`config.mk`:
```
export PLATFORM = sky130hd
export DESIGN_NAME = seq_ctrl
export DESIGN_NICKNAME = d
export VERILOG_FILES = /design/src/rtl/cpu_pkg.sv /design/src/rtl/sync_edge.sv /design/src/rtl/seq_ctrl.sv
export SDC_FILE = /design/constraint.sdc
export NUM_CORES = 1
export LEC_CHECK = 0
export CAP_MARGIN = 20
export CORE_MARGIN = 5
export CORE_UTILIZATION = 38
export CTS_BUF_LIST = sky130_fd_sc_hd__clkbuf_4 sky130_fd_sc_hd__clkbuf_8 sky130_fd_sc_hd__clkbuf_16
export CTS_CLUSTER_DIAMETER = 150
export CTS_CLUSTER_SIZE = 20
export DETAILED_ROUTE_END_ITERATION = 7
export HOLD_SLACK_MARGIN = 0.15
export PLACE_DENSITY = 0.72
export SYNTH_ARGS = -nofsm -noshare
export SYNTH_HDL_FRONTEND = slang
export SYNTH_SLANG_ARGS = --single-unit
```
`constraint.sdc`:
```
create_clock -name clock -period 2.1 [get_ports clock]
set_input_delay 0.42 -clock clock [delete_from_list [all_inputs] [get_ports clock]]
set_output_delay 0.42 -clock clock [all_outputs]
set_load 0.02 [all_outputs]
```
`src/rtl/cpu_pkg.sv`:
```
// Shared types for the accumulator CPU sequencer: opcodes, FSM states and
// timeout counter width.
package cpu_pkg;

  localparam int unsigned OPCODE_W  = 3;
  localparam int unsigned TIMEOUT_W = 8;

  typedef enum logic [OPCODE_W-1:0] {
    LDA = 3'b000,
    STA = 3'b001,
    ADD = 3'b010,
    SUB = 3'b011,
    XOR = 3'b100,
    LDI = 3'b101,
    BZ  = 3'b110,
    HLT = 3'b111
  } opcode_t;

  typedef enum logic [2:0] {
    IDLE,
    FETCH,
    EXEC,
    MEM,
    HALT
  } state_t;

endpackage

```
`src/rtl/sync_edge.sv`:
```
// Two-flop synchroniser for an asynchronous input; with EDGE set, the output
// is a one-cycle pulse on each synchronised rising edge instead of the level.
module sync_edge #(
  parameter bit EDGE = 1'b0
) (
  input  logic clock,
  input  logic n_reset,
  input  logic d,
  output logic q
);

  logic s1, s2, s3;

  always_ff @(posedge clock or negedge n_reset) begin
    if (!n_reset) begin
      s1 <= 1'b0;
      s2 <= 1'b0;
      s3 <= 1'b0;
    end else begin
      s1 <= d;
      s2 <= s1;
      s3 <= s2;
    end
  end

  assign q = EDGE ? (s2 & ~s3) : s2;

endmodule

```
`src/rtl/seq_ctrl.sv`:
```
// Multi-cycle sequencer: steps each instruction through FETCH/EXEC/MEM,
// handles the dmem req/ack handshake with timeout, and run/single-step control.
module seq_ctrl
  import cpu_pkg::*;
#(
  parameter int unsigned OP_W    = 3,
  parameter int unsigned TIMEOUT = 15
) (
  input  logic            clock,
  input  logic            n_reset,
  input  logic [OP_W-1:0] op,
  input  logic            z_flag,
  input  logic            run_sw,
  input  logic            step_btn,
  input  logic            dmem_ack,
  output logic            load_IR,
  output logic            INC_PC,
  output logic            load_PC,
  output logic            load_REG,
  output logic            ALU_add,
  output logic            ALU_sub,
  output logic            ALU_xor,
  output logic            IMM,
  output logic            WE,
  output logic            dmem_req,
  output logic            halted,
  output logic            err
);

  localparam logic [TIMEOUT_W-1:0] TMO_LAST = TIMEOUT_W'(TIMEOUT - 1);

  state_t                 state, state_n;
  opcode_t                opc;
  logic                   run_lvl, step_pulse;
  logic                   end_instr, tmo_hit;
  logic [TIMEOUT_W-1:0]   tmo_cnt;

  assign opc = opcode_t'(op);

  sync_edge #(.EDGE(1'b0)) u_run_sync (
    .clock   (clock),
    .n_reset (n_reset),
    .d       (run_sw),
    .q       (run_lvl)
  );

  sync_edge #(.EDGE(1'b1)) u_step_sync (
    .clock   (clock),
    .n_reset (n_reset),
    .d       (step_btn),
    .q       (step_pulse)
  );

  // Last unacknowledged MEM cycle allowed before giving up on the access.
  assign tmo_hit = (state == MEM) && !dmem_ack && (tmo_cnt == TMO_LAST);

  always_ff @(posedge clock or negedge n_reset) begin
    if (!n_reset) begin
      state   <= IDLE;
      tmo_cnt <= '0;
      err     <= 1'b0;
    end else begin
      state <= state_n;
      if (state != MEM)
        tmo_cnt <= '0;
      else if (!dmem_ack)
        tmo_cnt <= tmo_cnt + 1'b1;
      if (tmo_hit)
        err <= 1'b1;
    end
  end

  always_comb begin
    state_n   = state;
    end_instr = 1'b0;
    load_IR   = 1'b0;
    INC_PC    = 1'b0;
    load_PC   = 1'b0;
    load_REG  = 1'b0;
    ALU_add   = 1'b0;
    ALU_sub   = 1'b0;
    ALU_xor   = 1'b0;
    IMM       = 1'b0;
    WE        = 1'b0;
    dmem_req  = 1'b0;
    halted    = 1'b0;

    case (state)
      IDLE: begin
        if (run_lvl || step_pulse)
          state_n = FETCH;
      end
      FETCH: begin
        load_IR = 1'b1;
        INC_PC  = 1'b1;
        state_n = EXEC;
      end
      EXEC: begin
        case (opc)
          LDI: begin
            ALU_add   = 1'b1;
            IMM       = 1'b1;
            load_REG  = 1'b1;
            end_instr = 1'b1;
          end
          LDA, STA, ADD, SUB, XOR: begin
            dmem_req = 1'b1;
            state_n  = MEM;
          end
          BZ: begin
            load_PC   = z_flag;
            end_instr = 1'b1;
          end
          HLT:     state_n   = HALT;
          default: end_instr = 1'b1;
        endcase
      end
      MEM: begin
        dmem_req = 1'b1;
        WE       = (opc == STA);
        if (dmem_ack) begin
          case (opc)
            LDA, ADD: ALU_add = 1'b1;
            SUB:      ALU_sub = 1'b1;
            XOR:      ALU_xor = 1'b1;
            default:  ;
          endcase
          load_REG  = (opc != STA);
          end_instr = 1'b1;
        end else if (tmo_hit) begin
          state_n = HALT;
        end
      end
      HALT:    halted  = 1'b1;
      default: state_n = IDLE;
    endcase

    if (end_instr)
      state_n = run_lvl ? FETCH : IDLE;
  end

endmodule

```
==> results.json, run 1 <==
{
  "cts_buffer_depth": 2,
  "r2r_start": "state[2]",
  "critPathBufInv": 2,
  "start_kind": "input port",
  "firstDrtPassIters": 4,
  "grt_first_pass_wirelength_um": 3450,
  "synth_top_family_by_area": "simple AND/OR/NAND/NOR gates",
  "overflow": 0,
  "maxCapViolCount": 0,
  "min_to": "u_run_sync.q",
  "drive_above_1_share_pct": 24.0,
  "drt_iter0_drc": 14,
  "crit_family": "buffers and inverters",
  "worstHoldPathCells": 0,
  "viasPerCell": 5.31,
  "grt_usage_pct": 12.9,
  "insertion_delay_ns": 0.29,
  "setup_violations": 0,
  "rrSetupSlack_ns": 0.68,
  "drt-total-wl_um": 2080,
  "synth-edff-count": 0,
  "synthSimpleGateAreaFrac_pct": 28.5,
  "fin_worst_skew_ns": 0.00222,
  "layout.nets": 137,
  "io_pins": 21,
  "met2_length_um": 1010,
  "min_period_over_period_pct": 99.5,
  "synthXorXnorAreaFrac_pct": 3.85,
  "yosysSeqAreaShare_pct": 46.8,
  "timing.fmax_mhz": 479,
  "avgSynthCellArea_um2": 9.57,
  "path_clk_slew_ns": 0.09,
  "ir_worst_vdd_mv": 0.527,
  "grt_pass1_vias": 809,
  "p_leak_nw": 0.532,
  "final_max_slew_viol_count": 0,
  "max-slew-margin-rel_pct": 80.0,
  "finalHoldViolCount": 0,
  "ys_warn_count": 0,
  "status": "finished clean",
  "die_h_um": 58.9,
  "fillCellCount": 220,
  "die_w_um": 58.9,
  "antenna_cells": 0,
  "place_inst": 149,
  "timing.rr.end": "state[2]",
  "root_buffer": "clkbuf_4",
  "min_from": "u_run_sync.s1",
  "ant_nets": 0,
  "start_util_pct": 40.3,
  "syn_nets": 106,
  "p_per_area_nw_per_um2": 830,
  "dp_hpwl_um": 1570,
  "holdBufCountCts": 0,
  "clock_sinks": 17,
  "htree_num_levels": 1,
  "slowest_stage": "clkdlybuf4s50_1",
  "gp_congestion": 0.817,
  "cts_setup_buffers": 0,
  "grt_max_degree": 18,
  "num_rows": 17,
  "holdWs_ns": 0.355,
  "netlist_instances": 95,
  "ff2ff_path_depth": 4,
  "cp.required_ns": 1.68,
  "crit_arrival_ns": 1.67,
  "worst-path-max-fanout": 2,
  "drc": 0,
  "route.met3.wl_um": 112,
  "mostFrequentLayoutCells": "dfrtp_1, buf_4, nor2_1, a21oi_1, clkdlybuf4s50_1",
  "crit_path_end_kind": "output port",
  "io_buffers": 20,
  "dr_total_vias": 813,
  "cts_inserted_buffers": 3,
  "core_um2": 2250,
  "synth-adder-area-share_pct": 2.75,
  "drt-met1-wl_um": 926,
  "crit_chain": "clkdlybuf4s50_1 -> or4b_4 -> a21oi_2 -> buf_6",
  "grt_setup_unrepaired": "yes",
  "fin_crit_ns": 2.09,
  "crit_path_max_incr_delay_ns": 0.50,
  "synthMuxAreaShare_pct": 0,
  "crit_type": "input port to output port",
  "synth_area_um2": 910,
  "cts_tree": "built",
  "final_cells": 153,
  "top_layer": "met4",
  "tightest_slew_ns": 0.298,
  "synth_seq_cells": 17,
  "antenna_found_initial": 0,
  "syn_to_final_growth_pct": 35.9,
  "yosysUniqueCellTypes": 36,
  "hold_path.class": "flip-flop to flip-flop",
  "async_reset_ff_share_pct": 100,
  "synth-compound-area-share_pct": 14.3,
  "wl_per_cell_um": 13.6,
  "synthFlopType": "dfrtp_1",
  "die_area_um2": 3470,
  "final_common_cell": "dfrtp_1"
}
-- layout make-up --
| cell class | instances | area [um2] | share of cell area [%] |
|---|---|---|---|
| repair buffers | 30 | 253 | 20.4 |
| clock inverters | 1 | 5.00 | 0.405 |
| flip-flops and latches | 17 | 425 | 34.4 |
| well taps | 28 | 35.0 | 2.83 |
| multi-input cells | 70 | 480 | 38.9 |
| inverters | 4 | 15.0 | 1.21 |
| clock buffers | 3 | 22.5 | 1.82 |
-- routing by layer --
layer	up-vias	global-route usage [%]
met3	3	3.07
met5	-	0
li1	401	-
met4	0	6.80
met1	389	15.7
met2	20	21.0
-- logic make-up (layout without fill, tap and decap cells) --
logic type      count (synthesis)  in the layout
compound gates                 21             21
xor+xnor                        4              4
fa+ha+maj                       2              2
buf+inv                         8             38
flops                          17             17
simple gates                   43             43
-- flip-flops by register name, indices dropped and copies added (netlist names) --
name            count
state               3
u_step_sync.s2      1
u_run_sync.q        1
err                 1
u_run_sync.s1       1
u_step_sync.s3      1
u_step_sync.s1      1
tmo_cnt             8
-- synth_stat cells (3+ instances only) --
master    number  area [um2]
dfrtp_1       17         425
a21oi_1        9        45.0
nor2_1         8        30.0
nand2_1        5        18.8
nor2b_1        5        31.3
nor3_1         5        25.0
inv_1          3        11.3
nand3b_1       3        22.5
o21ai_0        3        15.0
-- how the worst max path moves through the flow --
stage,startpoint,endpoint,slack [ns],depth (start not counted)
floorplan,op[2],ALU_add,0.24,3
global placement,dmem_ack,ALU_add,-0.44,4
detailed placement,op[0],ALU_add,-0.49,4
CTS,op[0],ALU_add,-0.02,4
global route,dmem_ack,ALU_add,-0.02,4
finish,dmem_ack,ALU_add,0.01,4
-- worst reg2reg max path: cells and delay by family (launching register included) --
family	cells	cell delay (ns)
flip-flops	1	0.44
buffers and inverters	1	0.22
AO/OA/AOI/OAI	2	0.41
AND/OR/NAND/NOR	1	0.25
-- through the flow --
stage / util (%) / setup TNS [ns] / worst slack, ns / instance area [um2] / power, mW
final: 54.8 / 0 / 0.0109 / 1240 / 1.03
after global placement: 53.2 / -2.73 / -0.441 / 1200 / 0.846
after floorplan: - / 0 / 0.237 / 910 / 0.667
after detailed placement: 53.2 / -2.94 / -0.489 / 1200 / 0.859
after CTS: 53.8 / -0.0175 / -0.0175 / 1210 / 1.01
after global routing: 54.8 / -0.0236 / -0.0236 / 1240 / 1.09
-- repair_timing --
item                                    4_1_cts  5_1_grt
endpoints found under the setup margin       11        8
endpoints found under the hold margin         0        0
gates resized for setup                      35       11
-- power breakdown --
group          total, mW  internal (mW)  switching [mW]
clock              0.175         0.0709           0.104
sequential         0.409          0.362          0.0466
combinational      0.443          0.205           0.238
(Power assumes the default switching activity.)
==> run 2, diff against run 1 <==
- MAX_ROUTING_LAYER: default -> met4
- PLACE_DENSITY: 0.72 -> 0.71
==> run 2 against run 1 <==
Clock power up 3%. Worst hold slack better by 0.0026 ns. Die area unchanged. Final cell count rose by 1.3%. Maximum frequency is 4.8% higher. Sequential power decreased by 1%. Via count up 3.6%. Combinational power down 0.9%. Routed wire length up 1.0%. First-iteration DRC count is 50% higher. Global-route usage up 0.67 points. Critical path type unchanged. Critical endpoint is now load_REG.
==> results.json, run 2 (synthesis gave the netlist of run 1 again) <==
{
  "status": "finished clean",
  "place_area_um2": 1210,
  "overflow": 0,
  "top_register": "tmo_cnt",
  "root_buffer": "clkbuf_4",
  "io_pins": 21,
  "viasPerCell": 5.43,
  "path_clk_slew_ns": 0.10,
  "finalHoldViolCount": 0,
  "num_rows": 17,
  "min_period_over_period_pct": 95.0,
  "io_buffers": 20,
  "final_area_um2": 1240,
  "start_util_pct": 40.3,
  "drive_above_1_share_pct": 24.4,
  "ir_worst_vdd_mv": 0.459,
  "tightest_slew_ns": 0.305,
  "die_h_um": 58.9,
  "ff2ff_path_depth": 4,
  "firstDrtPassIters": 4,
  "htree_num_levels": 1,
  "cts_inserted_buffers": 3,
  "final_max_slew_viol_count": 0,
  "antenna_found_initial": 0,
  "grt_setup_unrepaired": "no",
  "syn_to_final_growth_pct": 36.3,
  "cp.required_ns": 1.68,
  "start_kind": "input port",
  "reg_top3": "tmo_cnt: 8 flops, state: 3 flops",
  "gp_congestion": 0.893,
  "cts_tree": "built",
  "worstHoldPathCells": 0,
  "place_inst": 151,
  "drc": 0,
  "timing.fmax_mhz": 502,
  "cts_setup_buffers": 0,
  "wl_per_cell_um": 13.5,
  "insertion_delay_ns": 0.30,
  "dp_hpwl_um": 1590,
  "die_area_um2": 3470,
  "drt_iter0_drc": 21,
  "hold_path.class": "flip-flop to flip-flop",
  "grt_max_degree": 18,
  "antenna_cells": 0,
  "setup_violations": 0,
  "mostFrequentLayoutCells": "dfrtp_1, buf_4, a21oi_1, nor2_1, clkdlybuf4s50_1",
  "ant_nets": 0,
  "layout.nets": 139,
  "crit_arrival_ns": 1.57,
  "final_common_cell": "dfrtp_1",
  "p_per_area_nw_per_um2": 827,
  "maxCapViolCount": 0,
  "fin_crit_ns": 1.99,
  "drt-total-wl_um": 2100,
  "grt_first_pass_wirelength_um": 3530,
  "dr_total_vias": 842,
  "crit_type": "input port to output port",
  "max-slew-margin-rel_pct": 79.6,
  "fillCellCount": 215,
  "worst-path-max-fanout": 5,
  "p_leak_nw": 0.554,
  "final_cells": 155,
  "holdWs_ns": 0.358,
  "largest_reg_flops": 8,
  "core_um2": 2250,
  "clock_sinks": 17,
  "grt_pass1_vias": 835,
  "die_w_um": 58.9,
  "grt_usage_pct": 13.6,
  "fin_worst_skew_ns": 0.00259,
  "crit_path_end_kind": "output port",
  "cts_buffer_depth": 2
}
-- run 2: changes by cell type in the layout (fill, tap and decap cells not counted) --
cell,previous run,this run
buf_4,10,13
buf_6,2,0
clkdlybuf4s50_1,8,6
dlymetal6s2s_1,1,3
a21oi_1,8,9
a21oi_2,1,0
clkbuf_2,1,2
dfrtp_1,17,16
dfrtp_2,0,1
or4b_1,0,1
or4b_4,1,0
-- run 2: path summary, 6_finish.rpt --
| path | start | to | slack [ns] |
|---|---|---|---|
| min in group asynchronous | n_reset | tmo_cnt[6] | 0.43 |
| max reg2reg | state[2] | state[2] | 0.67 |
| max in group asynchronous | n_reset | state[1] | 1.47 |
| max | op[1] | load_REG | 0.11 |
| min | u_run_sync.s1 | u_run_sync.q | 0.36 |
| min reg2reg | u_run_sync.s1 | u_run_sync.q | 0.36 |
-- run 2: what timing repair did --
action | in CTS | in global routing
setup endpoints to repair | 11 | 7
gates cloned | 0 | 0
resized for setup | 32 | 11
hold buffers | 0 | 0
pin swaps | 0 | 1
-- run 2: cell type report --
type,count,area (um2),share of cell area [%]
Clock inverter,1,5.00,0.404
Tap cell,28,35.0,2.83
Clock buffer,3,22.5,1.82
Inverter,4,15.0,1.21
Multi-Input combinational cell,70,473,38.1
Timing Repair Buffer,32,263,21.2
Sequential cell,17,427,34.4
-- run 2: stage by stage --
stage | util, % | power [mW] | setup TNS [ns] | setup WS (ns)
3_3_place_gp | 53.9 | 0.857 | -2.74 | -0.441
3_5_place_dp | 53.9 | 0.863 | -2.85 | -0.466
6_report | 55.0 | 1.03 | 0 | 0.106
4_1_cts | 54.6 | 1.02 | -0.0146 | -0.0146
2_1_floorplan | - | 0.667 | 0 | 0.237
5_1_grt | 55.0 | 1.10 | 0 | 0.0447
-- run 2: where the power goes --
group	leakage, nW	switching, mW	internal [mW]
combinational	0.315	0.236	0.203
sequential	0.220	0.0405	0.364
clock	0.0177	0.110	0.0712
total	0.554	0.387	0.638
-- run 2: metal layers --
metal  wire length [um]  GRT usage, %
met5                  0             -
met4                 48          8.09
met3                170          3.51
met2               1020          22.6
met1                860          14.4
-- run 2: critical path, cell delays in order --
cell and delay (ns):
clkdlybuf4s50_1 0.55, nand2b_4 0.18, o221ai_1 0.10, a21oi_1 0.14, buf_2 0.18
==> run 3, diff against run 2 <==
--- a/config.mk
+++ b/config.mk
@@ -6,4 +6,5 @@
 export NUM_CORES = 1
 export LEC_CHECK = 0
+export ABC_CLOCK_PERIOD_IN_PS = 2100
 export CAP_MARGIN = 20
 export CORE_MARGIN = 5
==> constraint.sdc (replaced) <==
create_clock -name clock -period 2.1 [get_ports clock]
set_input_delay 0.21 -clock clock [delete_from_list [all_inputs] [get_ports clock]]
set_output_delay 0.21 -clock clock [all_outputs]
set_load 0.02 [all_outputs]
==> run 3 against run 2 <==
Final cell count shrank 2.6%. Clock power is essentially flat. Critical endpoint is now WE. Highest routed layer is now met3. Global-route usage shrank 1.6 points. Die area is the same. Count of clock-buffer cells in the layout is the same. Worst setup slack lost 0.0058 ns. Core utilization shrank 0.78 points.
==> results.json, run 3 (synthesis gave the netlist of run 1 again) <==
{
  "drive_above_1_share_pct": 13.8,
  "firstDrtPassIters": 3,
  "overflow": 0,
  "internal_power_uw": 634,
  "crit_path_end_kind": "output port",
  "grt_first_pass_wirelength_um": 3170,
  "tightest_slew_ns": 0.739,
  "finalHoldViolCount": 0,
  "core_um2": 2250,
  "max-slew-margin-rel_pct": 50.6,
  "timing.fmax_mhz": 500,
  "pwr-share-clk_pct": 17.7,
  "start_util_pct": 40.3,
  "die_area_um2": 3470,
  "maxCapViolCount": 0,
  "min_period_over_period_pct": 95.2,
  "num_rows": 17,
  "grt_max_degree": 18,
  "drt-total-wl_um": 1990,
  "die_h_um": 58.9,
  "worst-path-max-fanout": 7,
  "final_common_cell": "dfrtp_1",
  "post-place-ws_ns": -0.0351,
  "fillCellCount": 224,
  "grt_pass1_vias": 724,
  "place_inst": 147,
  "status": "finished clean",
  "fin_crit_ns": 2.00,
  "drt_iter0_drc": 18,
  "start_kind": "flip-flop",
  "setup_tns_ns": 0,
  "insertion_delay_ns": 0.29,
  "mostFrequentLayoutCells": "dfrtp_1, clkdlybuf4s50_1, a21oi_1, nor2_1, buf_4",
  "place_area_um2": 1180,
  "crit_arrival_ns": 1.79,
  "p_leak_nw": 0.546,
  "cts_buffer_depth": 2,
  "power_switching_uw": 372,
  "fin_worst_skew_ns": 0.00872,
  "htree_num_levels": 1,
  "cp.required_ns": 1.89,
  "setup_violations": 0,
  "largest_reg_flops": 8,
  "antenna_found_initial": 0,
  "hold_path.class": "input port to async pin",
  "cts_inserted_buffers": 3,
  "reg_top3": "tmo_cnt: 8 flops, state: 3 flops",
  "viasPerCell": 5.18,
  "final_cells": 151,
  "antenna_cells": 0,
  "swShare_pct": 37.0,
  "dp_hpwl_um": 1520,
  "grt_setup_unrepaired": "no",
  "layout.nets": 135,
  "crit_type": "flip-flop to output port",
  "top_register": "tmo_cnt",
  "final_area_um2": 1220,
  "cts_tree": "built",
  "postLayoutCoreUtil_pct": 54.2,
  "syn_to_final_growth_pct": 34.4,
  "power_mw": 1.01,
  "grt_usage_pct": 12.0,
  "gp_congestion": 0.865,
  "ir_worst_vdd_mv": 0.570,
  "holdWs_ns": 0.341,
  "p_per_area_nw_per_um2": 823,
  "cts_setup_buffers": 0,
  "ant_nets": 0,
  "path_clk_slew_ns": 0.11,
  "clock_sinks": 17,
  "power_frac_seq_pct": 39.8,
  "io_pins": 21,
  "root_buffer": "clkbuf_4",
  "final_max_slew_viol_count": 0,
  "wl_per_cell_um": 13.2,
  "pwr-share-comb_pct": 42.5,
  "dr_total_vias": 782,
  "setup_ws_ns": 0.100,
  "io_buffers": 20,
  "drc": 0,
  "die_w_um": 58.9
}
[run 3: changes by cell type in the layout (fill, tap and decap cells not counted), moves of 2 or more]
cell / change
clkbuf_2: -2
buf_2: -4
buf_4: -5
clkdlybuf4s50_1: +7
[run 3: worst max-delay path: stages (launching register included)]
cell and delay (ns):
dfrtp_1 0.45, nand3b_1 0.25, nor3_1 0.17, clkdlybuf4s50_1 0.63
[run 3: layout make-up]
class                   count  area [um2]  share of cell area [%]
multi-input cells          70         454                    37.2
flip-flops and latches     17         425                    34.8
repair buffers             28         263                    21.5
well taps                  28        35.0                    2.87
clock buffers               3        22.5                    1.84
inverters                   4        15.0                    1.23
clock inverters             1        7.51                   0.614
[run 3: power groups by stage]
stage	Combinational [mW]	Clock, mW	Sequential (mW)
final	0.427	0.179	0.400
after global routing	0.467	0.204	0.406
after global placement	0.432	0	0.402
after CTS	0.433	0.189	0.397
after floorplan	0.260	0	0.407
after detailed placement	0.438	0	0.405
[run 3: path summary, 6_finish.rpt]
check / from / end / slack [ns] / cells after the start
hold / removal: n_reset / tmo_cnt[4] / 0.34 / 1
min in group clock: step_btn / u_step_sync.s1 / 0.34 / 1
setup reg to reg: state[2] / state[2] / 0.68 / 4
max in group asynchronous: n_reset / state[0] / 1.29 / 1
setup / recovery: state[2] / WE / 0.10 / 3
hold reg to reg: u_step_sync.s1 / u_step_sync.s2 / 0.36 / 0
[run 3: repair_timing]
action,in CTS,in global routing
hold buffers,0,0
resized for setup,4,4
cloned,0,0
endpoints found under the setup margin,4,5
[run 3: metal layers]
| metal | routed length, um | vias to the layer above | GRT usage [%] | part of all wire [%] |
|---|---|---|---|---|
| met2 | 952 | 16 | 21.0 | 48 |
| met1 | 919 | 372 | 13.4 | 46 |
| met5 | 0 | - | - | 0 |
| met4 | 0 | 0 | 2.59 | 0 |
| met3 | 121 | 0 | 3.73 | 6.1 |
| li1 | - | 394 | - | - |
